==> src/rtl/rv_pkg.sv <==
// rv_pkg: shared constants and state type for the fetch stage.
package rv_pkg;
    localparam logic [31:0] NOP_INSTR        = 32'h0000_0013;
    localparam logic [31:0] RESET_PC_DEFAULT = 32'h0000_0000;
    typedef enum logic [1:0] {S_REQ, S_WAIT, S_HOLD, S_DROP} fetch_state_t;
endpackage

==> src/rtl/fetch_skid.sv <==
// fetch_skid: one-entry buffer holding a fetched word while decode is stalled.
// Ports: clk/rst; clear_i drops the entry; load_i captures instr_i/pc_i;
// instr_o/pc_o/valid_o present the held entry.
module fetch_skid (
    input  logic        clk,
    input  logic        rst,
    input  logic        clear_i,
    input  logic        load_i,
    input  logic [31:0] instr_i,
    input  logic [31:0] pc_i,
    output logic [31:0] instr_o,
    output logic [31:0] pc_o,
    output logic        valid_o
);
    logic [31:0] instr_q, pc_q;
    logic        valid_q;
    always_ff @(posedge clk) begin
        if (rst || clear_i) begin
            valid_q <= 1'b0;
        end else if (load_i) begin
            valid_q <= 1'b1;
            instr_q <= instr_i;
            pc_q    <= pc_i;
        end
    end
    assign instr_o = instr_q;
    assign pc_o    = pc_q;
    assign valid_o = valid_q;
endmodule

==> src/rtl/fetch_unit.sv <==
// fetch_unit: instruction fetch with one outstanding imem request and IF/ID register.
// Ports: clk/rst; stall/flush/PCTargetE from hazard unit; imem_req/imem_addr/
// imem_gnt/imem_rvalid/imem_rdata memory handshake; InstrD/PCD/PCPlus4D/ValidD IF/ID.
module fetch_unit
    import rv_pkg::*;
#(
    parameter logic [31:0] RESET_PC = RESET_PC_DEFAULT
) (
    input  logic        clk,
    input  logic        rst,
    input  logic        stall,
    input  logic        flush,
    input  logic [31:0] PCTargetE,
    output logic        imem_req,
    output logic [31:0] imem_addr,
    input  logic        imem_gnt,
    input  logic        imem_rvalid,
    input  logic [31:0] imem_rdata,
    output logic [31:0] InstrD,
    output logic [31:0] PCD,
    output logic [31:0] PCPlus4D,
    output logic        ValidD
);
    fetch_state_t state_q;
    logic [31:0]  pcf_q, instr_q, pcd_q, pcp4_q;
    logic         valid_q;
    logic [31:0]  skid_instr, skid_pc;
    logic         skid_valid;
    logic         skid_load_d, skid_clear_d, deliver_d;
    logic [31:0]  deliver_instr_d, deliver_pc_d;
    // A response arriving under stall parks in the skid buffer; HOLD drains it.
    assign skid_load_d     = !flush && stall && state_q == S_WAIT && imem_rvalid;
    assign skid_clear_d    = flush || (state_q == S_HOLD && !stall);
    assign deliver_d       = (state_q == S_WAIT && imem_rvalid) || (state_q == S_HOLD && skid_valid);
    assign deliver_instr_d = state_q == S_HOLD ? skid_instr : imem_rdata;
    assign deliver_pc_d    = state_q == S_HOLD ? skid_pc : pcf_q;
    fetch_skid u_skid (
        .clk     (clk),
        .rst     (rst),
        .clear_i (skid_clear_d),
        .load_i  (skid_load_d),
        .instr_i (imem_rdata),
        .pc_i    (pcf_q),
        .instr_o (skid_instr),
        .pc_o    (skid_pc),
        .valid_o (skid_valid)
    );
    always_ff @(posedge clk) begin
        if (rst) begin
            state_q <= S_REQ;
            pcf_q   <= RESET_PC;
            valid_q <= 1'b0;
            instr_q <= NOP_INSTR;
            pcd_q   <= '0;
            pcp4_q  <= '0;
        end else if (flush) begin
            // A granted-but-unanswered request must have its response discarded.
            state_q <= ((state_q == S_WAIT && !imem_rvalid) || (state_q == S_REQ && imem_gnt)) ? S_DROP : S_REQ;
            pcf_q   <= PCTargetE;
            valid_q <= 1'b0;
            instr_q <= NOP_INSTR;
        end else begin
            case (state_q)
                S_REQ:   if (imem_gnt) state_q <= S_WAIT;
                S_WAIT:  if (imem_rvalid) state_q <= stall ? S_HOLD : S_REQ;
                S_HOLD:  if (!stall) state_q <= S_REQ;
                default: if (imem_rvalid) state_q <= S_REQ;
            endcase
            if (!stall) begin
                valid_q <= deliver_d;
                instr_q <= deliver_d ? deliver_instr_d : NOP_INSTR;
                if (deliver_d) begin
                    pcf_q  <= pcf_q + 32'd4;
                    pcd_q  <= deliver_pc_d;
                    pcp4_q <= deliver_pc_d + 32'd4;
                end
            end
        end
    end
    assign imem_req  = state_q == S_REQ;
    assign imem_addr = pcf_q;
    assign InstrD    = instr_q;
    assign PCD       = pcd_q;
    assign PCPlus4D  = pcp4_q;
    assign ValidD    = valid_q;
endmodule
==> config.mk <==
export PLATFORM = sky130hd
export DESIGN_NAME = fetch_unit
export DESIGN_NICKNAME = d
export VERILOG_FILES = /design/src/rtl/rv_pkg.sv /design/src/rtl/fetch_skid.sv /design/src/rtl/fetch_unit.sv
export SDC_FILE = /design/constraint.sdc
export NUM_CORES = 1
export LEC_CHECK = 0
export BUFFER_PORTS_ARGS = -buffer_cell sky130_fd_sc_hd__buf_2
export CAP_MARGIN = 10
export CORE_MARGIN = 1.5
export CORE_UTILIZATION = 40
export CTS_CLUSTER_SIZE = 12
export DETAILED_ROUTE_END_ITERATION = 10
export HOLD_SLACK_MARGIN = 0.08
export SLEW_MARGIN = 25
export SYNTH_ARGS = -nofsm -noshare
export SYNTH_HDL_FRONTEND = slang
export SYNTH_SLANG_ARGS = --single-unit
==> constraint.sdc <==
create_clock -name clk -period 3.1 [get_ports clk]
set_clock_uncertainty 0.1 [all_clocks]
set_input_delay 0.62 -clock clk [delete_from_list [all_inputs] [get_ports clk]]
set_output_delay 0.62 -clock clk [all_outputs]
set_load 0.01 [all_outputs]
# After elaboration in Yosys (flattened, before gate mapping)
# Cells that the tools add are included.
[word_totals] reg_bits=196 input_bits=70 output_inout_bits=130 word_cells=57
[classes] add_sub_neg=2 eq_ne=6 muxes=14 bitwise=3 n_reduce_logical=23
[ops] operator="$mux W32" n=6
[ops] operator="$add A32 B3 Y32 const B" n=2
[ops] operator="$mux W2" n=7
[ops] operator="$logic_and A1 B1 Y1" n=8
[ops] operator="$ne A3 B3 Y1 const B" n=2
[ops] operator="$pmux W2 S3" n=1
[ops] operator="$logic_or A1 B1 Y1" n=4
[ops] operator="$reduce_and A2 Y1" n=2
[ops] operator="$reduce_and A4 Y1" n=1
[ops] operator="$reduce_bool A4 Y1" n=1
[ops] operator="$logic_not A1 Y1" n=3
[ops] operator="$ne A3 B2 Y1 const B" n=1
[ops] operator="$not A1 Y1" n=3
[ops] operator="$reduce_and A3 Y1" n=1
[ops] operator="$eq A2 B1 Y1 const B" n=1
[ops] operator="$eq A2 B2 Y1 const B" n=1
[ops] operator="$logic_not A2 Y1" n=1
[ops] operator="$ne A2 B1 Y1 const B" n=1
[ops] operator="$reduce_bool A2 Y1" n=1
[ops] operator="$reduce_or A2 Y1" n=1

# Longest topological paths before layout
[depth] ltp_word=6 depth_mapped=13

# Cells and area by module
# Synthesis repeated with hierarchy kept, for this count alone.
[unflattened] cells_unflattened=942 area_unflattened_um2=8740.9
[by_module_without_submodules] module="fetch_unit" n_inst=1 cells_each=874 area_each_um2=6772.7 seq_area_each_um2=2582.5
[by_module_without_submodules] module="fetch_skid" n_inst=1 cells_each=68 area_each_um2=1968.1 seq_area_each_um2=1941.9

# Worst setup path after synthesis
# Ideal clock, no wire load.
[synth_timing] path_type="input-to-reg" startpoint="in stall" endpoint="reg u_skid.instr_q[0], in the netlist u_skid.instr_o[0] (enable)" setup_ps=429 t_arrival_ps=2769 t_required_ps=2571 setup_slack_ps=-198 path_stages=3 path_cell_list="clkbuf_1 > clkbuf_1 > and3_1"
[synth_via] elab_chain_cells=6
[synth_lines] element="from (decl)" line_no="fetch_unit.sv:11" text="input logic stall,"
[synth_lines] element="$logic_not A1 Y1"
[synth_lines] element="$logic_and A1 B1 Y1" line_no="fetch_unit.sv:33" text="assign skid_clear_d = flush || (state_q == S_HOLD && !stall);"
[synth_lines] element="$logic_or A1 B1 Y1" line_no="fetch_unit.sv:33"
[synth_lines] element="$logic_or A1 B1 Y1" line_no="fetch_skid.sv:18" text="if (rst || clear_i) begin"
[synth_lines] element="$not A1 Y1 (no source line)"
[synth_lines] element="$reduce_and A2 Y1 (no source line) *"
[synth_lines] element="to (signal assigned)" line_no="fetch_skid.sv:22" text="instr_q <= instr_i;"
[synth_lines] element="to (decl)" line_no="fetch_skid.sv:15" text="logic [31:0] instr_q, pc_q;"
# Every way passes the cells marked *; elsewhere a longest branch is shown, timed or not.
# A chain may end at the register's enable or synchronous reset.

# Worst setup path in the final report
[layout_timing] startpoint="reg state_q[0]" endpoint="reg pcp4_q[30], in the netlist PCPlus4D[30]"
[layout_rtl] element="from (decl)" line_no="fetch_unit.sv:24" text="fetch_state_t state_q;"
[layout_rtl] element="from (signal assigned)" line_no="fetch_unit.sv:58" text="state_q <= ((state_q == S_WAIT && !imem_rvalid) || (state_q == S_REQ && imem_gnt)) ? S_DROP : S_REQ;"
[layout_rtl] element="from (signal assigned)" line_no="fetch_unit.sv:65" text="S_WAIT: if (imem_rvalid) state_q <= stall ? S_HOLD : S_REQ;"
[layout_rtl] element="$eq A2 B2 Y1" line_no="fetch_unit.sv:36" text="assign deliver_pc_d = state_q == S_HOLD ? skid_pc : pcf_q;"
[layout_rtl] element="$mux W32" line_no="fetch_unit.sv:36"
[layout_rtl] element="net deliver_pc_d[2]" line_no="fetch_unit.sv:30" text="logic [31:0] deliver_instr_d, deliver_pc_d;"
[layout_rtl] element="$add A32 B3 Y32" line_no="fetch_unit.sv:75" text="pcp4_q <= deliver_pc_d + 32'd4;"
[layout_rtl] element="to (signal assigned)" line_no="fetch_unit.sv:75"
[layout_rtl] element="to (decl)" line_no="fetch_unit.sv:25" text="logic [31:0] pcf_q, instr_q, pcd_q, pcp4_q;"
# The timed path passes the listed nets, and every way through them passes these cells.

==> flow_summary.yaml <==
run_status:
  status: "finished clean"
routing:
  drt_iter0_drc: 476
  detailroute.wirelength.met2_um: 10550
  vias: 7526
  drc: 0
  dr.pass1.iters: 5
  top_layer: "met5"
  vias_per_cell: 5.322
  antenna_left: 0
  met3_length_um: 1640
  wirelength_um: 24440
  wl_per_cell_um: 17.29
  drt-met1-wl_um: 12060
place:
  place.detailed.hpwl_um: 17300
  place_area_mm2: 0.01004
  dp.cells: 1379
  routabilityCongestion: 0.8358
  preCtsSetupSlack_ns: 0.2536
  io_buffers: 199
sta:
  setup_viol: 0
  rsz0062_at_grt: "no"
  fmax_mhz: 347.8
  fin_ws_ns: 0.2249
  max-slew-margin-rel_pct: 59.41
  finalSetupTns_ns: 0
  finalMaxSlewViolations: 0
  fin_crit_sh_pct: 92.75
  period_needed_ns: 2.875
  hold_viol: 0
  worst_pin_slew_ns: 0.6088
floorplan:
  die_h_um: 150.7
  dieWidth_um: 150.7
  fp-row-count: 53
  io_pins: 200
  initial_utilization_pct: 41.14
  core_mm2: 0.02122
  die_area_mm2: 0.02272
clock_network:
  postCtsSetupRepairBufs: 0
  insertion_delay_ns: 0.44
  clk_pin_slew_worst_paths_ns: 0.09
  cts_max_level: 4
  cts_resized: 0
  cts_tree: "done"
  holdBufCountCts: 0
  clock_path_buffers: 2
  cts_made_buffers: 17
  cts.sinks: 194
  root_buffer: "clkbuf_16"
worst_setup_path:
  path_max_fanout: 17
  crit_arrival_ns: 3.11
  endpoint_kind: "flop"
  crit_required_ns: 3.33
  start_kind: "flop"
  worstSetupPathType: "flop to flop"
global_routing:
  grt_max_degree: 87
  grt_remaining_overflow: 0
  antenna_found_initial: 4
  grt_pass1_wl_um: 38200
  grt.total_usage_pct: 21.58
  grt_pass1_vias: 6930
job:
  maxCapViolations: 0
power:
  power_leakage_uw: 0.004235
  power_uw: 5570
  power.density_mw_per_mm2: 522.5
  vdd_drop_max_mv: 0.3733
yosys:
  yosys_warnings: 0
  synth_edf_count: 64
  ys_seq_elements: 194
  yosys.cell_types.count: 59
  yosysSeqAreaShare_pct: 51.83
  synth_top_area_share_pct: 29.81
  synthCells: 948
  synth.avg_cell_area_um2: 9.208
  synth_nets: 1020
  async_reset_ff_share_pct: 0
  synth_top_flop_cell: "dfxtp_1"
  synth_area_leader_cell: "dfxtp_1"
  syn_area_mm2: 0.008730
  synth_area_leaders: "dfxtp_1 30%, edfxtp_1 22%, nand2_1 6.5%, mux2i_1 5.2%, a21oi_1 4.7%"
layout:
  drive_gt1_share_pct: 24.30
  layout_common_cells: "199 x buf_2, 152 x nand2_1, 130 x dfxtp_1"
  fin_cells: 1414
  area_growth_pct: 22.12
  layout_commonest_cell: "buf_2"
  design_area_mm2: 0.01066
  fin_nets: 1195
hold_path:
  hp-class: "input pin to flop"
==> worst paths after layout <==
| kind | start | endpoint | slack (ns) | cells past startpoint |
|---|---|---|---|---|
| max | state_q[0]$_SDFFE_PP0P_ | PCPlus4D[30]$_SDFFE_PP0P_ | 0.22 | 8 |
| min | imem_rdata[26] | u_skid.instr_o[26]$_DFFE_PP_ | 0.26 | 1 |
| max reg2reg | state_q[0]$_SDFFE_PP0P_ | PCPlus4D[30]$_SDFFE_PP0P_ | 0.22 | 8 |
| min reg2reg | PCPlus4D[9]$_SDFFE_PP0P_ | PCPlus4D[9]$_SDFFE_PP0P_ | 0.36 | 2 |
==> power by group <==
group	switching [µW]	internal [µW]	leakage (µW)	total, µW
Combinational	383	231	0.00231	614
Clock	1120	1100	0.000292	2220
Sequential	64.7	2670	0.00163	2740
==> layer usage <==
layer	up-vias	global-route usage (%)
li1	3770	-
met1	3510	31.83
met2	229	31.32
met3	15	5.606
met4	2	5.049
met5	-	0
==> synthesized netlist by cell type, types with 7 or more instances <==
cell type and n:
a21oi_1 82, dfxtp_1 130, or3_1 8, o21ai_0 16, mux2i_1 45, edfxtp_1 64
xor2_1 22, nand2_1 152, nand3_1 36, nor4_1 11, nor3_1 19, a31oi_1 8
a211oi_1 45, buf_2 7, nor2_1 102, and3_1 20, clkbuf_1 58, xnor2_1 15
nand4_1 23
==> area by class of cell <==
type,count,area (µm²)
Tap cell,275,344.1
Timing Repair Buffer,231,1261
Multi-Input combinational cell,673,3887
Clock buffer,17,425.4
Fill cell,2090,10560
Inverter,6,22.52
Clock inverter,15,187.7
Antenna cell,3,7.507
Sequential cell,194,4524
==> flip-flops by register name, summed over array words and instances, names as in the netlist <==
name / flops
InstrD: 32
PCD: 32
imem_addr: 32
u_skid.instr_o: 32
u_skid.pc_o: 32
PCPlus4D: 30
state_q: 2
ValidD: 1
u_skid.valid_o: 1
==> logic make-up (layout without fill, tap and decap cells) <==
kind of cell               after synthesis  in the layout  synth area share (%)
adders and majority gates                2              2                0.2866
DFF                                    194            194                 51.83
and+or+nand+nor                        399            399                 21.04
other                                    0              3                     0
AOI/OAI and AO/OA                      185            185                 13.49
buffers and inverters                   81            269                 3.841
muxes                                   50             50                 5.805
xor gates and xnor gates                37             37                 3.712
==> stage by stage <==
step	utilization [%]	hold WS (ns)
4_1_cts	50.20	0.2425
3_3_place_gp	47.31	0.3432
2_1_floorplan	-	0.3761
5_1_grt	50.21	0.2437
3_5_place_dp	47.31	0.3469
6_report	50.24	0.2622
==> critical path: stages (launching register included) <==
cell	delay [ns]
dfxtp_1	0.31
and2b_4	0.42
mux2i_1	0.17
inv_1	0.11
ha_1	0.27
o2111ai_2	0.25
or4_1	0.57
or3_1	0.32
a32o_1	0.25
Power figures use the tool's default switching activity.
